--- src/rtl/bus_debug_pkg.sv ---
// Shared opcodes, response bytes, FSM encoding and request struct for bus_debug_master.
package bus_debug_pkg;

  localparam logic [7:0] OP_READ  = 8'h52;
  localparam logic [7:0] OP_WRITE = 8'h57;
  localparam logic [7:0] RSP_ACK  = 8'h4B;
  localparam logic [7:0] RSP_ERR  = 8'h3F;
  localparam logic [7:0] RSP_TMO  = 8'h54;

  typedef enum logic [2:0] {
    ST_IDLE = 3'd0,
    ST_ADDR = 3'd1,
    ST_DATA = 3'd2,
    ST_BUS  = 3'd3,
    ST_RESP = 3'd4
  } state_e;

  typedef struct packed {
    logic [31:0] addr;
    logic [31:0] wdata;
  } bus_req_t;

endpackage

--- src/rtl/bus_debug_master_watchdog.sv ---
// Bus stall watchdog: counts BUS cycles without mem_ready, flags when TIMEOUT_CYCLES is reached.
module bus_debug_watchdog #(
  parameter int TIMEOUT_CYCLES = 1024
) (
  input  logic clk,
  input  logic resetn,
  input  logic in_bus,
  input  logic mem_ready,
  output logic timeout
);

  logic [15:0] cnt_q, cnt_d;

  // Held at zero outside BUS, so every BUS entry starts from a cleared count.
  always_comb begin
    cnt_d = '0;
    if (in_bus) cnt_d = mem_ready ? cnt_q : cnt_q + 16'd1;
  end

  always_ff @(posedge clk or negedge resetn) begin
    if (!resetn) cnt_q <= '0;
    else         cnt_q <= cnt_d;
  end

  // Fires on the cycle whose increment reaches the limit; a same-cycle mem_ready wins.
  assign timeout = in_bus && !mem_ready && (cnt_q == 16'(TIMEOUT_CYCLES - 1));

endmodule

--- src/rtl/bus_debug_master.sv ---
// Byte-stream debug initiator for the native valid/ready memory bus.
// Optional bus watchdog enabled by defining BUS_DEBUG_WATCHDOG_EN.
module bus_debug_master
  import bus_debug_pkg::*;
#(
  parameter int TIMEOUT_CYCLES = 1024
) (
  input  logic        clk,
  input  logic        resetn,
  input  logic        rx_valid,
  input  logic [7:0]  rx_data,
  output logic        rx_ready,
  output logic        tx_valid,
  output logic [7:0]  tx_data,
  input  logic        tx_ready,
  output logic        mem_valid,
  output logic        mem_instr,
  output logic [31:0] mem_addr,
  output logic [31:0] mem_wdata,
  output logic [3:0]  mem_wstrb,
  input  logic        mem_ready,
  input  logic [31:0] mem_rdata
);

  state_e      state_q, state_d;
  logic        is_wr_q, is_wr_d;
  logic [1:0]  cnt_q, cnt_d;
  bus_req_t    req_q, req_d;
  logic [31:0] rsp_q, rsp_d;
  logic [1:0]  rsp_last_q, rsp_last_d;
  logic        rx_hs, tx_hs, in_bus, wd_timeout;

  assign in_bus = (state_q == ST_BUS);

`ifdef BUS_DEBUG_WATCHDOG_EN
  bus_debug_watchdog #(.TIMEOUT_CYCLES(TIMEOUT_CYCLES)) u_wdog (
    .clk       (clk),
    .resetn    (resetn),
    .in_bus    (in_bus),
    .mem_ready (mem_ready),
    .timeout   (wd_timeout)
  );
`else
  assign wd_timeout = 1'b0;
`endif

  assign rx_ready  = (state_q == ST_IDLE) || (state_q == ST_ADDR) || (state_q == ST_DATA);
  assign tx_valid  = (state_q == ST_RESP);
  assign tx_data   = tx_valid ? rsp_q[{cnt_q, 3'b000} +: 8] : 8'h00;
  assign mem_valid = in_bus;
  assign mem_instr = 1'b0;
  assign mem_addr  = {req_q.addr[31:2], 2'b00};
  assign mem_wdata = req_q.wdata;
  assign mem_wstrb = is_wr_q ? 4'hF : 4'h0;

  assign rx_hs = rx_valid && rx_ready;
  assign tx_hs = tx_valid && tx_ready;

  always_comb begin
    state_d    = state_q;
    is_wr_d    = is_wr_q;
    cnt_d      = cnt_q;
    req_d      = req_q;
    rsp_d      = rsp_q;
    rsp_last_d = rsp_last_q;
    case (state_q)
      ST_IDLE: if (rx_hs) begin
        cnt_d = '0;
        if (rx_data == OP_READ) begin
          is_wr_d = 1'b0;
          state_d = ST_ADDR;
        end else if (rx_data == OP_WRITE) begin
          is_wr_d = 1'b1;
          state_d = ST_ADDR;
        end else begin
          rsp_d      = {24'h0, RSP_ERR};
          rsp_last_d = 2'd0;
          state_d    = ST_RESP;
        end
      end
      // Little-endian bytes shift in from the top; after four the first byte sits in [7:0].
      ST_ADDR: if (rx_hs) begin
        req_d.addr = {rx_data, req_q.addr[31:8]};
        cnt_d      = cnt_q + 2'd1;
        if (cnt_q == 2'd3) state_d = is_wr_q ? ST_DATA : ST_BUS;
      end
      ST_DATA: if (rx_hs) begin
        req_d.wdata = {rx_data, req_q.wdata[31:8]};
        cnt_d       = cnt_q + 2'd1;
        if (cnt_q == 2'd3) state_d = ST_BUS;
      end
      ST_BUS: if (mem_ready) begin
        cnt_d      = '0;
        state_d    = ST_RESP;
        rsp_d      = is_wr_q ? {24'h0, RSP_ACK} : mem_rdata;
        rsp_last_d = is_wr_q ? 2'd0 : 2'd3;
      end else if (wd_timeout) begin
        cnt_d      = '0;
        state_d    = ST_RESP;
        rsp_d      = {24'h0, RSP_TMO};
        rsp_last_d = 2'd0;
      end
      ST_RESP: if (tx_hs) begin
        cnt_d = cnt_q + 2'd1;
        if (cnt_q == rsp_last_q) begin
          cnt_d   = '0;
          state_d = ST_IDLE;
        end
      end
      default: state_d = ST_IDLE;
    endcase
  end

  always_ff @(posedge clk or negedge resetn) begin
    if (!resetn) begin
      state_q    <= ST_IDLE;
      is_wr_q    <= 1'b0;
      cnt_q      <= '0;
      req_q      <= '0;
      rsp_q      <= '0;
      rsp_last_q <= '0;
    end else begin
      state_q    <= state_d;
      is_wr_q    <= is_wr_d;
      cnt_q      <= cnt_d;
      req_q      <= req_d;
      rsp_q      <= rsp_d;
      rsp_last_q <= rsp_last_d;
    end
  end

endmodule

--- config.mk ---
export PLATFORM = sky130hd
export DESIGN_NAME = bus_debug_master
export DESIGN_NICKNAME = d
export VERILOG_FILES = /design/src/rtl/bus_debug_pkg.sv /design/src/rtl/bus_debug_master_watchdog.sv /design/src/rtl/bus_debug_master.sv
export SDC_FILE = /design/constraint.sdc
export NUM_CORES = 1
export LEC_CHECK = 0
export ABC_AREA = 1
export CAP_MARGIN = 20
export CORE_MARGIN = 10
export CORE_UTILIZATION = 53
export DETAILED_ROUTE_END_ITERATION = 10
export PLACE_DENSITY = 0.86
export RECOVER_POWER = 25
export SLEW_MARGIN = 20
export SYNTH_ARGS = -nofsm -noshare
export SYNTH_HDL_FRONTEND = slang
export SYNTH_SLANG_ARGS = --single-unit
export TNS_END_PERCENT = 20
--- constraint.sdc ---
create_clock -name clk -period 4.45 [get_ports clk]
set_input_delay 0.89 -clock clk [delete_from_list [all_inputs] [get_ports clk]]
set_output_delay 0.89 -clock clk [all_outputs]
set_load 0.1 [all_outputs]
==> flow_summary.json <==
{
  "port_buffers": 121,
  "die_height_um": 115,
  "grt_pass1_vias": 4305,
  "row_count": 34,
  "end_kind": "primary output",
  "grt_setup_unrepaired": "no",
  "drtIter0Drc": 236,
  "ant_nets": 0,
  "yosysTopAreaCell": "dfrtp_1",
  "gp_congestion": 0.873,
  "fin_crit_ns": 3.43,
  "start_kind": "flip-flop",
  "hold_violations": 0,
  "core_region_area_um2": 8720,
  "synth.area.top_cells": "dfrtp_1 53%, nand2_1 15%, nor2_1 6.9%",
  "grt_pass1_wl_mm": 21.0,
  "vias_per_cell": 5.30,
  "pre_cts_slack_ns": 1.28,
  "slew_headroom": -0.202,
  "cts_tree": "built",
  "cts.sink_count": 101,
  "stdcell_count": 815,
  "antenna_cells": 0,
  "boundaryPins": 125,
  "htreeDepth": 3,
  "synth_cell_type_count": 21,
  "hold_path_class": "flip-flop to flip-flop",
  "synth-seq-cells": 101,
  "critical_path_peak_fanout": 6,
  "ctsHoldBuffers": 0,
  "synthToLayoutAreaGrowth_pct": 28.6,
  "clock-root-buffer": "clkbuf_8",
  "vias": 4316,
  "dpl.cell_count": 799,
  "final-setup-viol-count": 0,
  "synth_warnings": 0,
  "ir_drop_uv": 483,
  "cts-resized-gates": 0,
  "fillers": 684,
  "tightest_slew_ns": 1.80,
  "cts_buffer_depth": 2,
  "postCtsSetupBuffers": 0,
  "arrival_ns": 2.54,
  "die_area_um2": 13200,
  "finalInstanceArea_um2": 6130,
  "final.setup.worst_slack_ns": 1.02,
  "r2r_cells": 7,
  "gr-total-overflow": 0,
  "firstDrtPassIters": 5,
  "p_per_area_nw_per_um2": 488,
  "drc_errors": 0,
  "skew_ns": 0.0141,
  "post-route-period-util": 0.770,
  "tns_ns": 0,
  "synthDominantCellAreaShare": 0.530,
  "routed_wl_mm": 13.0,
  "cts_buffers": 9,
  "hold_depth": 2,
  "setup.worst_path.class": "flip-flop to primary output",
  "fp.dieW_um": 115,
  "fmax_mhz": 292,
  "maxSlewViolCount": 76,
  "p_leak_nw": 3.04,
  "drive_gt1_frac": 0.0594,
  "syn_area_um2": 4770,
  "status": "finished, violations left",
  "antenna_found_initial": 0,
  "nNetsFinal": 748,
  "maxCapViolations": 1,
  "synth_cells": 602,
  "placed_cell_area_um2": 5900,
  "start_util": 0.546,
  "path_clk_slew_ns": 0.10,
  "failed_checks": "max-capacitance violations, max-slew violations",
  "clk_latency_ns": 0.37,
  "grt_max_degree": 76,
  "synth_area_per_cell_um2": 7.92,
  "dp_hpwl_mm": 9.31,
  "wire_per_inst_um": 15.9,
  "grtUsageTotal": 0.196,
  "yosysSeqAreaShare": 0.530,
  "required_ns": 3.56
}
[power by group]
group          switching, mW  internal [mW]  leakage, nW
clock network          0.335          0.329        0.116
logic                  0.978          0.260         1.62
registers             0.0771           1.01         1.30
[logic make-up after synthesis]
family	count (synthesis)	synth area share
fa+ha+maj	1	0.00262
other cells	1	0.000787
buf+inv	80	0.0819
compound gates	79	0.0864
mux	6	0.0142
simple gates	333	0.282
xor+xnor	1	0.00184
flops	101	0.530
[synth_stat cells]
master    count
a21oi_1      25
a21oi_4       1
buf_2         6
buf_4        12
buf_6         5
clkbuf_1     16
conb_1        1
dfrtp_1     101
ha_1          1
inv_1        40
inv_2         1
mux2_2        6
nand2_1     185
nand2_4       1
nand3_1      55
nand3_2       2
nor2_1       88
nor2_2        2
o21ai_0      51
o21bai_1      2
xnor2_1       1
[cell usage in the layout, fill, tap and decap left out, drive strengths merged]
| cell | count |
|---|---|
| dfrtp | 101 |
| o21bai | 2 |
| nand2 | 186 |
| conb | 3 |
| clkbuf | 11 |
| bufinv | 2 |
| ha | 1 |
| inv | 43 |
| buf | 13 |
| xnor2 | 1 |
| clkdlybuf4s50 | 112 |
| nand3 | 57 |
| o21ai | 51 |
| nor2 | 90 |
| a21oi | 26 |
| mux2 | 6 |
| clkinv | 2 |
[per-stage QoR]
stage / power, mW / hold slack (ns) / util
5_1_grt: 3.11 / 0.505 / 0.703
6_report: 2.99 / 0.478 / 0.703
3_5_place_dp: 2.35 / 0.457 / 0.676
4_1_cts: 3.01 / 0.480 / 0.703
3_3_place_gp: 2.33 / 0.450 / 0.676
2_1_floorplan: 2.02 / 0.437 / -
[path summary, 6_finish.rpt]
path | startpoint | end | slack [ns]
min | rsp_q[27] | rsp_q[27] | 0.48
min in group asynchronous | resetn | mem_wdata[3] | 0.99
max reg2reg | state_q[0] | rsp_q[17] | 2.10
min reg2reg | rsp_q[27] | rsp_q[27] | 0.48
max in group asynchronous | resetn | mem_wdata[2] | 2.29
max | state_q[0] | tx_valid | 1.02
[flip-flops by register name, summed over array words and instances, names as in the netlist]
| register | count |
|---|---|
| mem_wdata | 32 |
| cnt_q | 2 |
| rsp_q | 32 |
| rsp_last_q | 1 |
| mem_addr | 30 |
| state_q | 3 |
| is_wr_q | 1 |
[critical path: stages, from the launching register on]
cell and delay, ns:
dfrtp_1 0.45, inv_1 0.16, nand2_1 0.11, nor2_1 0.26, clkdlybuf4s50_1 1.21
[layout make-up]
class	count	area, um^2	area share
clock inverter	6	105	0.0171
tap	108	135	0.0220
sequential	101	2530	0.412
inverter	41	154	0.0251
clock buffer	10	128	0.0208
timing repair buffer	126	1220	0.200
multi-input combinational	423	1860	0.303
[metal layers]
| metal | GRT usage | vias to the layer above | routed length, um |
|---|---|---|---|
| met4 | 0.0446 | 0 | 127 |
| met5 | 0 | - | 0 |
| met2 | 0.333 | 168 | 6450 |
| li1 | - | 2085 | - |
| met3 | 0.0922 | 11 | 1460 |
| met1 | 0.220 | 2052 | 4950 |
(Power assumes the default switching activity.)
